[src/rtl/seg7_pkg.sv]
// Shared constants and types for the multiplexed seven-segment scan driver.
// Segment patterns are {g,f,e,d,c,b,a}, active high (lit = 1).
package seg7_pkg;

  localparam int NUM_DIGITS = 4;

  localparam logic [6:0] SEG_OFF = 7'b1111111;

  typedef logic [1:0] digit_idx_t;

  localparam logic [6:0] SEG_HEX_0 = 7'b0111111;
  localparam logic [6:0] SEG_HEX_1 = 7'b0000110;
  localparam logic [6:0] SEG_HEX_2 = 7'b1011011;
  localparam logic [6:0] SEG_HEX_3 = 7'b1001111;
  localparam logic [6:0] SEG_HEX_4 = 7'b1100110;
  localparam logic [6:0] SEG_HEX_5 = 7'b1101101;
  localparam logic [6:0] SEG_HEX_6 = 7'b1111101;
  localparam logic [6:0] SEG_HEX_7 = 7'b0000111;
  localparam logic [6:0] SEG_HEX_8 = 7'b1111111;
  localparam logic [6:0] SEG_HEX_9 = 7'b1101111;
  localparam logic [6:0] SEG_HEX_A = 7'b1110111;
  localparam logic [6:0] SEG_HEX_B = 7'b1111100;
  localparam logic [6:0] SEG_HEX_C = 7'b0111001;
  localparam logic [6:0] SEG_HEX_D = 7'b1011110;
  localparam logic [6:0] SEG_HEX_E = 7'b1111001;
  localparam logic [6:0] SEG_HEX_F = 7'b1110001;

endpackage

[src/rtl/hex_to_seg7.sv]
// Combinational hex nibble to seven-segment pattern decoder.
// Output is active high; the caller inverts for common-anode pins.
module hex_to_seg7
  import seg7_pkg::*;
(
  input  logic [3:0] hex,
  output logic [6:0] seg
);

  always_comb begin
    seg = SEG_HEX_0;
    unique case (hex)
      4'h0: seg = SEG_HEX_0;
      4'h1: seg = SEG_HEX_1;
      4'h2: seg = SEG_HEX_2;
      4'h3: seg = SEG_HEX_3;
      4'h4: seg = SEG_HEX_4;
      4'h5: seg = SEG_HEX_5;
      4'h6: seg = SEG_HEX_6;
      4'h7: seg = SEG_HEX_7;
      4'h8: seg = SEG_HEX_8;
      4'h9: seg = SEG_HEX_9;
      4'hA: seg = SEG_HEX_A;
      4'hB: seg = SEG_HEX_B;
      4'hC: seg = SEG_HEX_C;
      4'hD: seg = SEG_HEX_D;
      4'hE: seg = SEG_HEX_E;
      4'hF: seg = SEG_HEX_F;
    endcase
  end

endmodule

[src/rtl/seg7_scan_driver.sv]
// Four-digit common-anode display scanner with frame-synchronous shadow
// capture, per-slot anti-ghosting guard and optional leading-zero blanking.
module seg7_scan_driver
  import seg7_pkg::*;
#(
  parameter int SCAN_DIV = 50000,
  parameter int GUARD    = 500
) (
  input  logic       Clock,
  input  logic       Resetn,
  input  logic [3:0] Disp0,
  input  logic [3:0] Disp1,
  input  logic [3:0] Disp2,
  input  logic [3:0] Disp3,
  input  logic [3:0] DpIn,
  input  logic       Hold,
  input  logic       LzBlank,
  output logic [6:0] Seg,
  output logic       Dp,
  output logic [3:0] Anode,
  output logic       FrameTick
);

  localparam int PW = (SCAN_DIV > 2) ? $clog2(SCAN_DIV) : 1;
  localparam logic [PW-1:0] PRESC_MAX = PW'(SCAN_DIV - 1);
  localparam logic [PW-1:0] GUARD_V   = PW'(GUARD);

  if (SCAN_DIV < 2 || GUARD < 0 || GUARD >= SCAN_DIV) begin : g_bad_params
    $error("seg7_scan_driver: need SCAN_DIV >= 2 and 0 <= GUARD < SCAN_DIV");
  end

  logic [PW-1:0]  presc_q, presc_d;
  digit_idx_t     idx_q, idx_d;
  logic [3:0][3:0] shadow_q, shadow_d;
  logic [3:0]     dp_sh_q, dp_sh_d;
  logic [6:0]     seg_q, seg_d;
  logic           dp_q, dp_d;
  logic [3:0]     anode_q, anode_d;
  logic           frame_tick_q, frame_tick_d;

  logic           presc_wrap;
  logic           frame_wrap;
  logic [3:0]     cur_hex;
  logic [6:0]     cur_seg_hi;
  logic [3:0]     zero_from;
  logic           blank_cur;

  hex_to_seg7 u_dec (
    .hex (cur_hex),
    .seg (cur_seg_hi)
  );

  // zero_from[k]: shadow digits k..3 are all zero; digit 0 never blanks
  always_comb begin
    zero_from    = '0;
    zero_from[3] = (shadow_q[3] == 4'h0);
    zero_from[2] = zero_from[3] && (shadow_q[2] == 4'h0);
    zero_from[1] = zero_from[2] && (shadow_q[1] == 4'h0);
    zero_from[0] = 1'b0;
    blank_cur    = LzBlank && zero_from[idx_q];
  end

  always_comb begin
    presc_wrap   = (presc_q == PRESC_MAX);
    frame_wrap   = presc_wrap && (idx_q == digit_idx_t'(NUM_DIGITS - 1));
    presc_d      = presc_wrap ? '0 : presc_q + PW'(1);
    idx_d        = presc_wrap ? idx_q + 2'd1 : idx_q;
    shadow_d     = shadow_q;
    dp_sh_d      = dp_sh_q;
    frame_tick_d = frame_wrap;
    cur_hex      = shadow_q[idx_q];
    anode_d      = 4'b1111;
    seg_d        = SEG_OFF;
    dp_d         = 1'b1;

    if (frame_wrap && !Hold) begin
      shadow_d = {Disp3, Disp2, Disp1, Disp0};
      dp_sh_d  = DpIn;
    end

    if (presc_q >= GUARD_V) begin
      anode_d = ~(4'b0001 << idx_q);
      seg_d   = blank_cur ? SEG_OFF : ~cur_seg_hi;
      dp_d    = ~dp_sh_q[idx_q];
    end
  end

  always_ff @(posedge Clock) begin
    if (!Resetn) begin
      presc_q      <= '0;
      idx_q        <= '0;
      shadow_q     <= '0;
      dp_sh_q      <= '0;
      seg_q        <= SEG_OFF;
      dp_q         <= 1'b1;
      anode_q      <= 4'b1111;
      frame_tick_q <= 1'b0;
    end else begin
      presc_q      <= presc_d;
      idx_q        <= idx_d;
      shadow_q     <= shadow_d;
      dp_sh_q      <= dp_sh_d;
      seg_q        <= seg_d;
      dp_q         <= dp_d;
      anode_q      <= anode_d;
      frame_tick_q <= frame_tick_d;
    end
  end

  assign Seg       = seg_q;
  assign Dp        = dp_q;
  assign Anode     = anode_q;
  assign FrameTick = frame_tick_q;

endmodule

[config.mk]
export PLATFORM = sky130hd
export DESIGN_NAME = seg7_scan_driver
export DESIGN_NICKNAME = d
export VERILOG_FILES = /design/src/rtl/seg7_pkg.sv /design/src/rtl/hex_to_seg7.sv /design/src/rtl/seg7_scan_driver.sv
export SDC_FILE = /design/constraint.sdc
export NUM_CORES = 1
export LEC_CHECK = 0
export CAP_MARGIN = 20
export CORE_AREA = 2 2 75 77
export DETAILED_ROUTE_END_ITERATION = 8
export DIE_AREA = 0 0 77 79
export GPL_ROUTABILITY_DRIVEN = 0
export GPL_TIMING_DRIVEN = 0
export PLACE_DENSITY = 0.66
export SETUP_SLACK_MARGIN = 0.05
export SYNTH_ARGS = -nofsm -noshare
export SYNTH_HDL_FRONTEND = slang
export SYNTH_SLANG_ARGS = --single-unit
[constraint.sdc]
create_clock -name Clock -period 5.45 [get_ports Clock]
set_input_delay 1.09 -clock Clock [delete_from_list [all_inputs] [get_ports Clock]]
set_output_delay 1.09 -clock Clock [all_outputs]
set_load 0.02 [all_outputs]
==> results.cfg <==
[final_layout]
fill_cells = 516
diodes = 0
drive_gt1_share_pct = 11.84
fin_nets = 339
utilization_pct = 55.70
fin_cells = 376
syn_to_final_growth_pct = 23.62

[synth]
synth.area.mux_share_pct = 6.191
synth_seq_cells = 51
async_flop_share_pct = 0
ys_types = 42
synth_top_family_by_area = simple AND/OR/NAND/NOR gates
yosys.area_share.simple_pct = 25.34
syn_area_mm2 = 0.002405
synth_flop_cell = dfxtp_1
yosysTopAreaCellShare_pct = 42.46
netlist_instances = 260
synth-edff-count = 0
synth-compound-area-share_pct = 10.20
syn-num-nets = 296
synth.area.top_cells = dfxtp_1 (42%), nand2_1 (9.4%), a21boi_1 (6.2%), ha_1 (6.2%), mux4_2 (4.7%)
yosys_warnings = 0
synthAdderAreaFrac_pct = 6.243
syn_avg_cell_area_um2 = 9.249
synth-xor-area-share_pct = 5.099
ys_seq_area_share_pct = 42.46
yosysTopAreaCell = dfxtp_1

[timing]
relSlewSlack_pct = 54.21
hold_ws_ns = 0.4524
tns_ns = 0
max_slew.worst_pin.slew_ns = 0.6816
slew_viol_final = 0
fin_crit_ns = 2.332
rsz0062_at_grt = no
period_share_pct = 42.79
finalHoldViolCount = 0
fmax_mhz = 428.8
skew_ns = 0.003132
setup_viol = 0

[critical_path]
worstPathCellList = clkdlybuf4s50_1
critPathBufInv = 1
endpoint_kind = output pin
critPathLaunchType = flip-flop
critPathSlowestCell = clkdlybuf4s50_1
max_stage_delay_ns = 0.60
cp_data_required_time_ns = 4.36
worstPathMaxFanout = 1
critPathArrivalTime_ns = 1.24
critPathKind = flip-flop to output pin
cpLargestDelayFamily = buffers and inverters

[floorplan]
initial_core_util_pct = 45.05
die_area_mm2 = 0.006083
rows = 27
die_x_um = 77
io_pins = 37
die_h_um = 79
coreArea_mm2 = 0.005338

[routing]
drtIter0Drc = 61
drc_errors = 0
drtAntennaViolNets = 0
routed_wl_um = 4426
via_count = 1819
vias_per_cell = 4.838
routedWlPerCell_um = 11.77
dr.pass1.iters = 4

[clocking]
cts_max_level = 2
cts_tree = done
clock-root-buffer = clkbuf_8
hold_buffers = 0
cts.sinks = 51
post_cts_buffers = 0
clkTransAtPathRegs_ns = 0.09
cts_resized = 0
cts-buffers-inserted = 5
clockBufferDepth = 2
clk-insertion-delay-late_ns = 0.29

[placement]
dp_cells = 368
dp_hpwl_um = 3342
portBuffers = 36

[global_routing]
overflow = 0
grt_pass1_vias = 1787
grt_max_degree = 16
grt_pass1_wl_um = 8121
track_usage_pct = 16.33
antenna_found_initial = 0

[run_status]
status = finished clean

[power]
p_leak_nw = 1.048
power.density_mw_per_mm2 = 226.2
ir_drop_v = 0.0001700

[worst_hold_path]
hold_path_class = flip-flop to flip-flop

[flow_run]
maxCapViolations = 0
final cells by class:
cell class,instances,area [um2],area share (%)
buffer,12,81.33,2.736
clock buffer,6,82.58,2.778
inverter,7,26.28,0.8838
sequential,51,1021,34.34
tap,72,90.09,3.030
clock inverter,2,35.03,1.178
multi-input combinational,190,1276,42.93
timing repair buffer,36,360.3,12.12
synthesized netlist by cell type (all sizes together) (3+ instances only):
cell type  number
clkbuf          3
o21ai           4
a21oi           3
nand2          63
xnor2           4
a21boi         20
nor3            3
nand3           8
nor2b           3
nor4            4
xor2           10
dfxtp          51
ha             12
nand4           7
inv             7
mux4            5
buf             9
and2            3
nor2           21
placed cells by master (no fill, tap or decap), drive strengths merged, types with 2 or more instances in the layout:
master,Yosys,layout
nand2,63,63
dfxtp,51,51
clkdlybuf4s50,0,36
nor2,21,21
a21boi,20,20
ha,12,12
xor2,10,10
clkbuf,3,9
buf,9,9
nand3,8,8
inv,7,7
nand4,7,7
mux4,5,5
o21ai,4,4
xnor2,4,4
nor4,4,4
a21oi,3,3
and2,3,3
nor2b,3,3
nor3,3,3
a22oi,2,2
nand2b,2,2
o211ai,2,2
mux2,2,2
metal layers:
metal | part of all wire, % | track usage (%) | vias up
met5 | 0 | 0 | -
met4 | 1.2 | 6.071 | 0
met3 | 2.9 | 2.614 | 5
met2 | 44 | 25.00 | 32
met1 | 52 | 23.33 | 823
li1 | - | - | 959
sequential cells by signal (all words and copies together), names as in the netlist:
register and cells:
shadow_q 16, Anode 4, Seg 7, FrameTick 1, presc_q 16, dp_sh_q 4
idx_q 2, Dp 1
report_power, final:
part | internal (mW) | leakage [nW] | switching, mW
sequential | 0.374 | 0.412 | 0.00199
combinational | 0.0191 | 0.576 | 0.00883
clock | 0.149 | 0.0612 | 0.120
total | 0.542 | 1.05 | 0.131
path summary, 6_finish.rpt:
path | end | cells past startpoint | slack (ns) | startpoint
worst max register to register | Seg[1]$_SDFF_PP1_ | 6 | 3.49 | idx_q[0]$_SDFFE_PN0P_
worst min register to register | dp_sh_q[1]$_SDFFE_PN0P_ | 2 | 0.45 | dp_sh_q[1]$_SDFFE_PN0P_
worst min-delay path | dp_sh_q[1]$_SDFFE_PN0P_ | 2 | 0.45 | dp_sh_q[1]$_SDFFE_PN0P_
worst max-delay path | Dp | 1 | 3.12 | Dp$_SDFF_PN1_
per-stage QoR:
| step | instance area, um2 | power [mW] | setup slack (ns) |
|---|---|---|---|
| 5_1_grt | 2973 | 0.6972 | 3.082 |
| 3_3_place_gp | 2855 | 0.4126 | 2.941 |
| 6_report | 2973 | 0.6724 | 3.118 |
| 4_1_cts | 2973 | 0.6810 | 3.093 |
| 2_1_floorplan | 2405 | 0.3929 | 3.611 |
| 3_5_place_dp | 2855 | 0.4128 | 2.932 |
cell families after synthesis:
family,count (synthesis)
adder cells (fa/ha/maj),12
AO/OA/AOI/OAI,34
AND/OR/NAND/NOR,122
flip-flops,51
multiplexers,8
buffers and inverters,19
XOR/XNOR,14
(Power assumes the default switching activity.)
